`src/rtl/multicycle_controller_pkg.sv`:
```
// Shared types and constants for the multicycle RISC-V controller: state
// encoding, opcodes, ALU operation classes and the per-state control word.
package multicycle_controller_pkg;

  typedef enum logic [3:0] {
    S_FETCH    = 4'd0,
    S_DECODE   = 4'd1,
    S_MEMADR   = 4'd2,
    S_MEMREAD  = 4'd3,
    S_MEMWB    = 4'd4,
    S_MEMWRITE = 4'd5,
    S_EXECUTER = 4'd6,
    S_EXECUTEI = 4'd7,
    S_ALUWB    = 4'd8,
    S_BEQ      = 4'd9,
    S_JAL      = 4'd10
  } state_t;

  localparam logic [6:0] OP_LW  = 7'b0000011;
  localparam logic [6:0] OP_SW  = 7'b0100011;
  localparam logic [6:0] OP_R   = 7'b0110011;
  localparam logic [6:0] OP_I   = 7'b0010011;
  localparam logic [6:0] OP_BEQ = 7'b1100011;
  localparam logic [6:0] OP_JAL = 7'b1101111;

  localparam logic [1:0] ALUOP_ADD   = 2'b00;
  localparam logic [1:0] ALUOP_SUB   = 2'b01;
  localparam logic [1:0] ALUOP_FUNCT = 2'b10;

  localparam logic [2:0] ALU_ADD = 3'b000;
  localparam logic [2:0] ALU_SUB = 3'b001;
  localparam logic [2:0] ALU_AND = 3'b010;
  localparam logic [2:0] ALU_OR  = 3'b011;
  localparam logic [2:0] ALU_SLT = 3'b101;

  typedef struct packed {
    logic       pcupdate;
    logic       branch;
    logic       adrsrc;
    logic       memwrite;
    logic       irwrite;
    logic       regwrite;
    logic [1:0] resultsrc;
    logic [1:0] alusrca;
    logic [1:0] alusrcb;
    logic [1:0] aluop;
  } ctrl_t;

  // Moore control word for a state; anything not set stays zero.
  function automatic ctrl_t state_ctrl(state_t s);
    ctrl_t c;
    c = '0;
    case (s)
      S_FETCH: begin
        c.irwrite   = 1'b1;
        c.pcupdate  = 1'b1;
        c.alusrcb   = 2'b10;
        c.resultsrc = 2'b10;
        c.aluop     = ALUOP_ADD;
      end
      S_DECODE: begin
        c.alusrca = 2'b01;
        c.alusrcb = 2'b01;
        c.aluop   = ALUOP_ADD;
      end
      S_MEMADR: begin
        c.alusrca = 2'b10;
        c.alusrcb = 2'b01;
        c.aluop   = ALUOP_ADD;
      end
      S_MEMREAD: c.adrsrc = 1'b1;
      S_MEMWB: begin
        c.resultsrc = 2'b01;
        c.regwrite  = 1'b1;
      end
      S_MEMWRITE: begin
        c.adrsrc   = 1'b1;
        c.memwrite = 1'b1;
      end
      S_EXECUTER: begin
        c.alusrca = 2'b10;
        c.aluop   = ALUOP_FUNCT;
      end
      S_EXECUTEI: begin
        c.alusrca = 2'b10;
        c.alusrcb = 2'b01;
        c.aluop   = ALUOP_FUNCT;
      end
      S_ALUWB: c.regwrite = 1'b1;
      S_BEQ: begin
        c.alusrca = 2'b10;
        c.aluop   = ALUOP_SUB;
        c.branch  = 1'b1;
      end
      S_JAL: begin
        c.alusrca  = 2'b01;
        c.alusrcb  = 2'b10;
        c.pcupdate = 1'b1;
      end
      default: c = '0;
    endcase
    return c;
  endfunction

endpackage

```
`src/rtl/multicycle_controller_alu_decoder.sv`:
```
// ALU operation decoder: maps the FSM's aluop class plus instruction fields
// to the 3-bit alucontrol code.
module mc_alu_decoder
  import multicycle_controller_pkg::*;
(
  input  logic [1:0] aluop,
  input  logic [2:0] funct3,
  input  logic       op5,
  input  logic       funct7b5,
  output logic [2:0] alucontrol
);

  always_comb begin
    alucontrol = ALU_ADD;
    case (aluop)
      ALUOP_ADD: alucontrol = ALU_ADD;
      ALUOP_SUB: alucontrol = ALU_SUB;
      ALUOP_FUNCT: begin
        case (funct3)
          // Only R-type (op5=1) can encode sub; addi with instr[30] set is still add.
          3'b000:  alucontrol = (op5 & funct7b5) ? ALU_SUB : ALU_ADD;
          3'b010:  alucontrol = ALU_SLT;
          3'b110:  alucontrol = ALU_OR;
          3'b111:  alucontrol = ALU_AND;
          default: alucontrol = ALU_ADD;
        endcase
      end
      default: alucontrol = ALU_ADD;
    endcase
  end

endmodule

```
`src/rtl/multicycle_controller.sv`:
```
// Multicycle RISC-V control FSM: registered Moore control word, write enables
// masked while reset is held, immsrc decoded from opcode in every state.
module multicycle_controller
  import multicycle_controller_pkg::*;
(
  input  logic       clk,
  input  logic       reset,
  input  logic [6:0] opcode,
  input  logic [2:0] funct3,
  input  logic       funct7b5,
  input  logic       zero,
  output logic       pcwrite,
  output logic       adrsrc,
  output logic       memwrite,
  output logic       irwrite,
  output logic       regwrite,
  output logic [1:0] resultsrc,
  output logic [1:0] alusrca,
  output logic [1:0] alusrcb,
  output logic [1:0] immsrc,
  output logic [2:0] alucontrol,
  output logic [3:0] state
);

  state_t state_q, state_d;
  ctrl_t  ctrl_q, ctrl_d;
  ctrl_t  ctrl;

  always_comb begin
    state_d = state_q;
    case (state_q)
      S_FETCH: state_d = S_DECODE;
      S_DECODE: begin
        case (opcode)
          OP_LW, OP_SW: state_d = S_MEMADR;
          OP_R:         state_d = S_EXECUTER;
          OP_I:         state_d = S_EXECUTEI;
          OP_BEQ:       state_d = S_BEQ;
          OP_JAL:       state_d = S_JAL;
          default:      state_d = S_FETCH;
        endcase
      end
      S_MEMADR:   state_d = (opcode == OP_LW) ? S_MEMREAD : S_MEMWRITE;
      S_MEMREAD:  state_d = S_MEMWB;
      S_MEMWB:    state_d = S_FETCH;
      S_MEMWRITE: state_d = S_FETCH;
      S_EXECUTER: state_d = S_ALUWB;
      S_EXECUTEI: state_d = S_ALUWB;
      S_JAL:      state_d = S_ALUWB;
      S_ALUWB:    state_d = S_FETCH;
      S_BEQ:      state_d = S_FETCH;
      default:    state_d = S_FETCH;
    endcase
    ctrl_d = state_ctrl(state_d);
  end

  // Control word is registered alongside the state so outputs come straight from flops.
  always_ff @(posedge clk) begin
    if (reset) begin
      state_q <= S_FETCH;
      ctrl_q  <= state_ctrl(S_FETCH);
    end else begin
      state_q <= state_d;
      ctrl_q  <= ctrl_d;
    end
  end

  // While reset is held the datapath sees FETCH decode with every write disabled.
  always_comb begin
    ctrl = ctrl_q;
    if (reset) begin
      ctrl          = state_ctrl(S_FETCH);
      ctrl.pcupdate = 1'b0;
      ctrl.branch   = 1'b0;
      ctrl.irwrite  = 1'b0;
      ctrl.regwrite = 1'b0;
      ctrl.memwrite = 1'b0;
    end
  end

  always_comb begin
    case (opcode)
      OP_SW:   immsrc = 2'b01;
      OP_BEQ:  immsrc = 2'b10;
      OP_JAL:  immsrc = 2'b11;
      default: immsrc = 2'b00;
    endcase
  end

  assign pcwrite   = ctrl.pcupdate | (ctrl.branch & zero);
  assign adrsrc    = ctrl.adrsrc;
  assign memwrite  = ctrl.memwrite;
  assign irwrite   = ctrl.irwrite;
  assign regwrite  = ctrl.regwrite;
  assign resultsrc = ctrl.resultsrc;
  assign alusrca   = ctrl.alusrca;
  assign alusrcb   = ctrl.alusrcb;
  assign state     = state_q;

  mc_alu_decoder u_alu_decoder (
    .aluop      (ctrl.aluop),
    .funct3     (funct3),
    .op5        (opcode[5]),
    .funct7b5   (funct7b5),
    .alucontrol (alucontrol)
  );

endmodule

```
`config.mk`:
```
export PLATFORM = sky130hd
export DESIGN_NAME = multicycle_controller
export DESIGN_NICKNAME = d
export VERILOG_FILES = /design/src/rtl/multicycle_controller_pkg.sv /design/src/rtl/multicycle_controller_alu_decoder.sv /design/src/rtl/multicycle_controller.sv
export SDC_FILE = /design/constraint.sdc
export NUM_CORES = 1
export LEC_CHECK = 0
export CORE_ASPECT_RATIO = 1.25
export CORE_UTILIZATION = 25
export DETAILED_ROUTE_END_ITERATION = 10
export GPL_TIMING_DRIVEN = 1
export PLACE_DENSITY = 0.59
export SLEW_MARGIN = 40
export SYNTH_ARGS = -nofsm -noshare
export SYNTH_HDL_FRONTEND = slang
export SYNTH_SLANG_ARGS = --single-unit
```
`constraint.sdc`:
```
create_clock -name clk -period 1.8 [get_ports clk]
set_input_delay 0.27 -clock clk [delete_from_list [all_inputs] [get_ports clk]]
set_output_delay 0.27 -clock clk [all_outputs]
set_load 0.1 [all_outputs]
```
==> results.txt, run 1 <==
----------------------------------------------------
[Yosys]
  Number of cells produced by synthesis ... 101
  Cell with the most instances after synthesis ... sky130_fd_sc_hd__dfxtp_1
  Number of enable-type register cells in the synthesized netlist ... 0
  Average size of a mapped cell ... 8.98 um^2
  Flip-flop and latch count after synthesis ... 16
  Warnings, synthesis ... 0
  Post-synth net total ... 117
  Synth async-reset ratio ... 0
  Cell taking the most area after synthesis ... sky130_fd_sc_hd__dfxtp_1
  Cells taking the most area after synthesis ... sky130_fd_sc_hd__dfxtp_1, sky130_fd_sc_hd__nor2b_1, sky130_fd_sc_hd__nor2_1
  Netlist area before placement ... 907 um^2
  Top cell types by occurrence after synthesis ... sky130_fd_sc_hd__dfxtp_1, sky130_fd_sc_hd__nor2_1, sky130_fd_sc_hd__nor2b_1, sky130_fd_sc_hd__inv_1, sky130_fd_sc_hd__nand2b_1
  Primary FF master, synth ... sky130_fd_sc_hd__dfxtp_1
  Portion of the post-synthesis area used by sequential elements ... 0.353
  Cell variety after synth ... 39
  Yosys top cell area share ... 0.353

[Power]
  Peak ir drop on the vdd network ... 0.378 mV
  P per Cell Area ... 529 mW/mm^2
  Leakage power of the design ... 0.000729 uW

[Floorplanning]
  Area of the core ... 0.00348 mm^2
  Starting density of the core ... 0.260
  Floorplan die width ... 55.9 um
  Vertical die dimension ... 69.3 um
  Number of core rows ... 24
  I/O pins ... 34
  Total Die Area ... 0.00387 mm^2

[Drt]
  DRC violation total after the first TritonRoute iteration ... 13
  WL/cell ... 11.2 um
  Detailed-routing iteration count for the pre-antenna-repair pass ... 2
  Total length of routed wires ... 2160 um
  Routed via count divided by cell count ... 4.76
  DR vias ... 913
  Routed Antenna Nets ... 0
  DRC ... 0

[Layout]
  Area of all sequential standard cells ... 332 um^2
  Design area ... 0.00176 mm^2
  Area used by multi-input combinational logic ... 622 um^2
  Fill cell total of the finished layout ... 320
  Final non-filler cell total ... 192
  Antenna diode count ... 0
  Layout Area Growth over Synthesis ... 94.1%
  Number of nets in the layout ... 170
  Ratio of cells with drive above 1 in the final layout ... 0.464

[Worst setup path]
  Critical path buffers and inverters ... 2
  Slowest cell delay on critical path ... 320 ps
  Cells on worst reg2reg path ... 4
  Largest fanout of any net on the critical path ... 3
  Critical setup path kind ... in -> out
  Slowest stage cell on the critical path ... sky130_fd_sc_hd__nor4_4
  Worst Setup End Kind ... primary output
  Register-to-register setup slack ... 140 ps
  Reg-to-Reg Start ... state[1]
  Terminus of the critical flop-to-flop path ... ctrl_q[13]
  Cell family contributing the most delay on the critical path ... buffers and inverters
  Critical path data required time ... 1530 ps
  Critical path cell sequence ... dlygate4sd2_1 > nand2b_4 > ha_4 > nor4_4 > buf_12
  Element type at the critical path start ... input pin
  Arrival time of the worst setup path ... 1480 ps

[Worst hold path]
  WHS Path Cells ... 3
  Path class of the lowest-slack min-delay path ... in -> reg
  End point of the most critical hold path ... ctrl_q[2]
  Hold path startpoint ... reset

[Timing]
  Worst-case headroom to the max-slew limit ... 0.776
  Transition time at the pin with the least slew margin ... 331 ps
  Count of final hold-check violations ... 0
  Least setup slack across all paths after layout ... 52.4 ps
  Min Tclk post-route ... 1750 ps
  Final count of pins violating max slew ... 0
  Final critical-path share of the clock period ... 0.971
  Setup violators final ... 0
  Clock skew after layout ... 1.43 ps
  Unrepaired setup endpoints after global routing ... false
  Highest attainable clock frequency ... 572 MHz

[GRT]
  Number of global-route vias before repair ... 863
  Number of antenna violations at the first check in global routing ... 0
  Maximum number of pins on one net before global-route repair ... 26
  Total routing usage reported by global routing ... 0.117
  Total grt overflow ... 0
  First-pass GRT wire length ... 3700 um

[Place]
  Total placed instance area ... 0.00168 mm^2
  Placed cell count ... 186
  Detailed placement HPWL ... 1750 um
  Worst slack at placement ... -242 ps
  Routability congestion estimate ... 0.797
  Port-buffer cells ... 33

[CTS]
  Number of clock buffers inserted by TritonCTS ... 3
  Hold Buf Count CTS ... 0
  Maximum clock path buffer count ... 2
  CTS tree ... done
  Clock-pin slew of the registers on the worst-case setup and hold paths ... 60 ps
  Clock H-tree levels ... 1
  Clock sink total ... 16
  Root Buffer ... sky130_fd_sc_hd__clkbuf_8
  Skew-Pair Late Insertion Delay ... 240 ps

[Outcome]
  Result of the run ... finished, final reports clean

[Run]
  Number of maximum-capacitance constraint violations ... 0

----------------------------------------------------
## metal layers
metal  wire length (um)  GRT usage
met5                  0          0
met1                870      0.131
met2               1170      0.209
met3                 87     0.0243
met4                 33     0.0515
## registers in the layout, summed over array words and instances (netlist names)
register and count:
ctrl_q 12, state 4
## placed cells by master (no fill, tap or decap), types with 4 or more instances in the layout
cell type                         netlist  final
sky130_fd_sc_hd__nor2b_1                9      9
sky130_fd_sc_hd__buf_4                  0     18
sky130_fd_sc_hd__nor2_1                10      8
sky130_fd_sc_hd__dfxtp_1               16     11
sky130_fd_sc_hd__inv_1                  6      5
sky130_fd_sc_hd__buf_12                 0     20
sky130_fd_sc_hd__clkdlybuf4s50_1        0      7
sky130_fd_sc_hd__dlygate4sd2_1          0      6
sky130_fd_sc_hd__clkbuf_8               0      4
## worst reg2reg max path: stages, from the launching register on
cell and delay, ps:
sky130_fd_sc_hd__dfxtp_4 390, sky130_fd_sc_hd__nor4b_4 370, sky130_fd_sc_hd__a32oi_1 200, sky130_fd_sc_hd__or2_4 320, sky130_fd_sc_hd__a311o_1 270
## metrics by stage
stage	setup TNS, ps	total power (uW)	hold WS (ps)	util
floorplan	-3130	526	479	-
global placement	-1950	639	640	0.483
detailed placement	-2600	642	651	0.483
CTS	0	941	646	0.503
global route	0	973	675	0.505
finish	0	932	644	0.505
## layout make-up
cell class / instances / share of cell area
inverters: 6 / 0.0128
repair buffers: 53 / 0.387
multi-input cells: 74 / 0.353
clock buffers: 4 / 0.0313
well taps: 39 / 0.0277
flip-flops and latches: 16 / 0.188
## worst max-delay path by stage
stage                    from            end  cells after the start
floorplan               reset         adrsrc                      3
global placement    opcode[3]      ctrl_q[2]                      7
detailed placement  opcode[3]      ctrl_q[2]                      7
CTS                 opcode[4]     ctrl_q[13]                      6
global route        opcode[3]      immsrc[0]                      6
finish                  reset  alucontrol[2]                      5
## cells by family after synthesis
kind of cell / count (synthesis) / synth area share
compound gates: 18 / 0.183
xor+xnor: 1 / 0.00966
fa+ha+maj: 2 / 0.0276
buf+inv: 11 / 0.0552
flops: 16 / 0.353
mux: 2 / 0.0221
simple gates: 51 / 0.349
## power by group
part	internal, uW	switching [uW]	total (uW)
Combinational	116	144	260
Clock	193	106	299
Sequential	364	8.39	372
Total	673	258	932
## repair_timing
item | in CTS | in global routing
endpoints found under the hold margin | 0 | 0
cloned | 0 | 0
pin swaps | 4 | 3
endpoints found under the setup margin | 5 | 7
setup buffers | 2 | 0
resized for setup | 8 | 5
Power figures use the tool's default switching activity.
==> run 2, diff against run 1 <==
CORE_MARGIN = 2   (was default)
==> run 2 against run 1 <==
Compared with the run above: setup slack improved by 8.1 ps; maximum frequency rose by 0.47%; clock power fell by 17%; power fell by 5.3%; die area rose by 6.6%; flip-flop and latch count did not move; first-iteration DRC count rose by 23%; register-to-register slack barely moved.
==> results.txt, run 2 (same netlist as run 1, synthesis figures left out) <==
----------------------------------------------------
[Layout]
  Top library cells by usage in the layout, fill and taps aside ... sky130_fd_sc_hd__buf_12, sky130_fd_sc_hd__buf_4, sky130_fd_sc_hd__dfxtp_1, sky130_fd_sc_hd__nor2b_1, sky130_fd_sc_hd__nor2_1
  Number of nets in the layout ... 169 (-0.59%)
  Ratio of cells with drive above 1 in the final layout ... 0.490 (+0.0260)
  Largest Register ... ctrl_q
  Commonest non-fill, non-tap cell in the layout ... sky130_fd_sc_hd__buf_12
  Number of flip-flops in the largest register ... 12 (unchanged)
  Antenna diode count ... 0 (unchanged)
  Layout Area Growth over Synthesis ... 93.8%
  Final non-filler cell total ... 190 (-1.0%)

[Timing]
  Setup violators final ... 0 (unchanged)
  Unrepaired setup endpoints after global routing ... false
  Least setup slack across all paths after layout ... 60.5 ps (+8.12 ps)
  Worst-case headroom to the max-slew limit ... 0.798 (+0.0217)
  Min Tclk post-route ... 1740 ps (-8.12 ps)
  Final critical-path share of the clock period ... 0.966 (-0.00451)
  Highest attainable clock frequency ... 575 MHz (+0.47%)
  Final count of pins violating max slew ... 0 (unchanged)
  Clock skew after layout ... 2.50 ps (+1.07 ps)
  Count of final hold-check violations ... 0 (unchanged)
  Transition time at the pin with the least slew margin ... 302 ps (-29.1 ps)

[GRT]
  First-pass GRT wire length ... 3900 um (+5.4%)
  Maximum number of pins on one net before global-route repair ... 26 (unchanged)
  Number of antenna violations at the first check in global routing ... 0 (unchanged)
  Number of global-route vias before repair ... 929 (+7.6%)
  Total routing usage reported by global routing ... 0.118 (+0.000985)
  Total grt overflow ... 0 (unchanged)

[Floorplanning]
  Floorplan die width ... 57.9 um (+3.6%)
  Total Die Area ... 0.00413 mm^2 (+6.6%)
  Area of the core ... 0.00348 mm^2 (unchanged)
  Number of core rows ... 24 (unchanged)
  I/O pins ... 34 (unchanged)
  Starting density of the core ... 0.260 (unchanged)
  Vertical die dimension ... 71.3 um (+2.9%)

[CTS]
  Clock sink total ... 16 (unchanged)
  Number of clock buffers inserted by TritonCTS ... 3 (unchanged)
  Hold Buf Count CTS ... 0 (unchanged)
  Maximum clock path buffer count ... 2 (unchanged)
  Root Buffer ... sky130_fd_sc_hd__clkbuf_8
  CTS tree ... done
  Clock-pin slew of the registers on the worst-case setup and hold paths ... 50 ps (about the same)
  Skew-Pair Late Insertion Delay ... 240 ps (about the same)
  Clock H-tree levels ... 1 (unchanged)

[Drt]
  Routed Antenna Nets ... 0 (unchanged)
  WL/cell ... 11.6 um (+2.9%)
  DRC violation total after the first TritonRoute iteration ... 16 (+3)
  DRC ... 0 (unchanged)
  Routed via count divided by cell count ... 4.76 (+0.17%)
  DR vias ... 905 (-0.88%)
  Total length of routed wires ... 2200 um (+1.9%)
  Detailed-routing iteration count for the pre-antenna-repair pass ... 4 (+2)

[Worst setup path]
  Arrival time of the worst setup path ... 1470 ps (about the same)
  Slowest stage cell on the critical path ... sky130_fd_sc_hd__clkdlybuf4s50_1
  Cell family contributing the most delay on the critical path ... buffers and inverters
  Critical path buffers and inverters ... 3 (+1)
  Critical path data required time ... 1530 ps (about the same)
  Critical path cell sequence ... clkdlybuf4s50_1 > and3b_2 > and4_4 > buf_4 > buf_12
  Critical setup path kind ... in -> out
  Largest fanout of any net on the critical path ... 4 (+1)
  Element type at the critical path start ... input pin
  Worst Setup End Kind ... primary output
  Slowest cell delay on critical path ... 470 ps (+150 ps)

[Power]
  Overall Power ... 882 uW (-5.3%)
  P per Cell Area ... 502 mW/mm^2 (-5.2%)
  Leakage power of the design ... 0.000729 uW (about the same)
  Peak ir drop on the vdd network ... 0.400 mV (+5.8%)

[Worst hold path]
  Path class of the lowest-slack min-delay path ... in -> reg

[Place]
  Worst slack at placement ... -253 ps (-10.9 ps)
  Port-buffer cells ... 33 (unchanged)
  Detailed placement HPWL ... 1780 um (+1.9%)
  Routability congestion estimate ... 0.753 (-5.6%)
  Placed cell count ... 185 (-0.54%)

[Run]
  Number of maximum-capacitance constraint violations ... 0 (unchanged)

[Outcome]
  Result of the run ... finished, final reports clean

----------------------------------------------------
## run 2: metrics by stage
step / setup TNS, ps / cell area, um^2 / hold WS [ps] / utilization
2_1_floorplan: -3130 / 1000 / 479 / -
3_3_place_gp: -1910 / 1670 / 641 / 0.481
3_5_place_dp: -2600 / 1670 / 650 / 0.481
4_1_cts: 0 / 1740 / 655 / 0.499
5_1_grt: 0 / 1760 / 705 / 0.505
6_report: 0 / 1760 / 659 / 0.505
## run 2: layer usage
metal	global-route usage	vias to the layer above	share of wire
li1	-	461	-
met1	0.134	415	0.40
met2	0.206	25	0.54
met3	0.0235	4	0.046
met4	0.0568	0	0.018
met5	0	-	0
## run 2: path summary, 6_finish.rpt
path                                start         end  slack (ps)  cells past startpoint
worst max-delay path            opcode[6]   immsrc[1]          60                      5
worst min-delay path                reset   ctrl_q[2]         660                      3
worst max register to register   state[1]  ctrl_q[13]         150                      4
worst min register to register   state[1]    state[3]         660                      2
## run 2: worst register-to-register path, stage by stage, from the launching register on
cell and delay [ps]:
sky130_fd_sc_hd__dfxtp_4 390, sky130_fd_sc_hd__nor4b_4 370, sky130_fd_sc_hd__a32oi_1 200, sky130_fd_sc_hd__or2_4 310
sky130_fd_sc_hd__a311o_1 260
## run 2: power by group
group	leakage, uW	internal (uW)	total (uW)	switching, uW
registers	0.000134	364	373	8.79
clock network	0.0000216	148	249	101
logic	0.000573	115	260	146
## run 2: cell type report
| class | instances | area (um^2) |
|---|---|---|
| fill | 327 | 1730 |
| inverter | 6 | 22.5 |
| sequential | 16 | 332 |
| clock buffer | 3 | 41.3 |
| multi-input combinational | 74 | 638 |
| tap | 39 | 48.8 |
| timing repair buffer | 52 | 676 |
## run 2: timing repair
item / CTS / global route
buffers inserted: 2 / 0
setup endpoints to repair: 7 / 9
resized for setup: 11 / 7
pin swaps: 5 / 6
endpoints found under the hold margin: 0 / 0
==> run 3, diff against run 2 <==
CORE_UTILIZATION = 43   (was 25)
PLACE_DENSITY = 0.87   (was 0.59)
==> run 3 against run 2 <==
Compared with the run above: the run now ends with setup timing left; clock-buffer cell count stayed put; via count is 15% higher; largest cell class unchanged; clock skew is 1.5 ps higher.
==> results.txt, run 3 (same netlist as run 1, synthesis figures left out) <==
----------------------------------------------------
[Timing]
  Count of final hold-check violations ... 0 (unchanged)
  Highest attainable clock frequency ... 554 MHz (-3.6%)
  Final critical-path share of the clock period ... 1.00 (+0.0356)
  Clock skew after layout ... 4.00 ps (+1.50 ps)
  Setup violators final ... 1 (+1)
  Final count of pins violating max slew ... 0 (unchanged)
  Least setup slack across all paths after layout ... -3.61 ps (-64.1 ps)
  Min Tclk post-route ... 1800 ps (+64.1 ps)
  Transition time at the pin with the least slew margin ... 442 ps (+140 ps)
  Unrepaired setup endpoints after global routing ... true
  Worst-case headroom to the max-slew limit ... 0.702 (-0.0959)

[CTS]
  Clock-pin slew of the registers on the worst-case setup and hold paths ... 90 ps (+40 ps)
  CTS tree ... done
  Clock sink total ... 16 (unchanged)
  Hold Buf Count CTS ... 0 (unchanged)
  Root Buffer ... sky130_fd_sc_hd__clkbuf_4
  Clock H-tree levels ... 1 (unchanged)
  Skew-Pair Late Insertion Delay ... 300 ps (+60 ps)
  Maximum clock path buffer count ... 2 (unchanged)
  Number of clock buffers inserted by TritonCTS ... 3 (unchanged)

[Place]
  Worst slack at placement ... -306 ps (-53.4 ps)
  Routability congestion estimate ... 0.817 (+8.5%)
  Port-buffer cells ... 33 (unchanged)
  Detailed placement HPWL ... 2350 um (+31%)

[Worst setup path]
  Element type at the critical path start ... input pin
  Largest fanout of any net on the critical path ... 3 (-1)
  Critical path data required time ... 1530 ps (about the same)
  Arrival time of the worst setup path ... 1530 ps (+60 ps)
  Slowest cell delay on critical path ... 500 ps (+30 ps)
  Critical path cell sequence ... clkdlybuf4s50_1 > and3b_2 > and4_4 > buf_4 > buf_12
  Startpoint of the worst setup timing path ... opcode[6]
  Critical path buffers and inverters ... 3 (unchanged)
  Critical setup path kind ... in -> out
  Reg-to-Reg Start ... state[2]
  Slowest stage cell on the critical path ... sky130_fd_sc_hd__clkdlybuf4s50_1
  Cell family contributing the most delay on the critical path ... buffers and inverters
  Worst Setup End Kind ... primary output

[GRT]
  Number of antenna violations at the first check in global routing ... 0 (unchanged)
  Maximum number of pins on one net before global-route repair ... 19 (-27%)
  Total grt overflow ... 0 (unchanged)
  Total routing usage reported by global routing ... 0.281 (+0.163)
  Number of global-route vias before repair ... 1,108 (+19%)
  First-pass GRT wire length ... 5180 um (+33%)

[Power]
  Leakage power of the design ... 0.000752 uW (+3.2%)
  Peak ir drop on the vdd network ... 0.528 mV (+32%)
  Cell internal power dissipation ... 570 uW (-9.0%)
  Portion of total power attributed to sequential cells ... 0.435 (+0.012)
  Logic pwr share ... 0.333 (+0.038)
  Overall Power ... 858 uW (-2.7%)
  Part of the total power dissipated in the clock network ... 0.232 (-0.050)
  Switching power share of the total ... 0.336 (+0.0460)
  P per Cell Area ... 483 mW/mm^2 (-3.6%)
  Net switching power ... 288 uW (+13%)

[Floorplanning]
  Floorplan die width ... 45.1 um (-22%)
  Starting density of the core ... 0.458 (+0.197)
  Total Die Area ... 0.00250 mm^2 (-40%)
  Area of the core ... 0.00198 mm^2 (-43%)
  I/O pins ... 34 (unchanged)
  Number of core rows ... 18 (-25%)
  Vertical die dimension ... 55.4 um (-22%)

[Drt]
  Detailed-routing iteration count for the pre-antenna-repair pass ... 4 (unchanged)
  Routed via count divided by cell count ... 5.82 (+22%)
  Routed Antenna Nets ... 0 (unchanged)
  Total length of routed wires ... 3280 um (+49%)
  DRC violation total after the first TritonRoute iteration ... 16 (unchanged)
  WL/cell ... 18.3 um (+58%)
  DRC ... 0 (unchanged)
  DR vias ... 1,042 (+15%)

[Layout]
  Layout Area Growth over Synthesis ... 95.6%
  Largest Register ... ctrl_q
  Number of nets in the layout ... 176 (+4.1%)
  Area used by multi-input combinational logic ... 631 um^2 (-1.2%)
  Share of the core filled with cells ... 0.895 (+0.391)
  Area of all sequential standard cells ... 333 um^2 (+0.38%)
  Number of flip-flops in the largest register ... 12 (unchanged)
  Top library cells by usage in the layout, fill and taps aside ... sky130_fd_sc_hd__buf_4, sky130_fd_sc_hd__buf_12, sky130_fd_sc_hd__dfxtp_1, sky130_fd_sc_hd__nor2b_1, sky130_fd_sc_hd__nor2_1
  Fill cell total of the finished layout ... 76 (-77%)
  Ratio of cells with drive above 1 in the final layout ... 0.503 (+0.0131)
  Commonest non-fill, non-tap cell in the layout ... sky130_fd_sc_hd__buf_4
  Antenna diode count ... 0 (unchanged)

[Worst hold path]
  Hold path startpoint ... reset
  Path class of the lowest-slack min-delay path ... in -> reg

[Outcome]
  Result of the run ... finished with violations
  Violated checks ... setup timing

[Run]
  Number of maximum-capacitance constraint violations ... 0 (unchanged)

----------------------------------------------------
[run 3: final cells by class]
type	count	area share
inverter	6	0.0127
clock buffer	3	0.0127
clock inverter	1	0.00212
sequential	16	0.188
timing repair buffer	59	0.415
tap	20	0.0141
multi-input combinational	74	0.355
[run 3: worst register-to-register path: cells and delay by family (launching register included)]
kind	cells	cell delay, ps
flip-flops	1	380
AO/OA/AOI/OAI	2	410
AND/OR/NAND/NOR	2	860
[run 3: final timing paths]
| path | slack, ps | endpoint | depth (start not counted) |
|---|---|---|---|
| worst max-delay path | -4 | immsrc[1] | 5 |
| worst min-delay path | 590 | ctrl_q[2] | 3 |
| worst max register to register | 50 | ctrl_q[5] | 4 |
| worst min register to register | 770 | ctrl_q[4] | 2 |
[run 3: through the flow]
step | hold WS [ps] | area (um^2) | setup TNS, ps | instances
5_1_grt | 614 | 1770 | -190 | 179
2_1_floorplan | 479 | 1000 | -3130 | 101
6_report | 589 | 1770 | -3.61 | 179
4_1_cts | 573 | 1740 | 0 | 176
3_3_place_gp | 702 | 1690 | -1970 | 170
3_5_place_dp | 727 | 1690 | -3570 | 170
[run 3: power by group through the flow]
stage	clock, uW	combinational (uW)	sequential, uW
after detailed placement	0	271	381
after CTS	200	272	373
after global routing	219	297	375
after floorplan	0	134	391
after global placement	0	261	380
final	199	285	374
[run 3: layer usage]
metal	wire, um	part of all wire	track usage
met1	1220	0.37	0.327
met2	1780	0.54	0.467
met3	169	0.052	0.0556
met4	115	0.035	0.139
met5	0	0	0
[run 3: what timing repair did]
item                                    4_1_cts  5_1_grt
pin swaps                                     6        3
setup buffers                                 2        3
endpoints found under the hold margin         0        0
gates resized for setup                      13        5
endpoints found under the setup margin        5       12
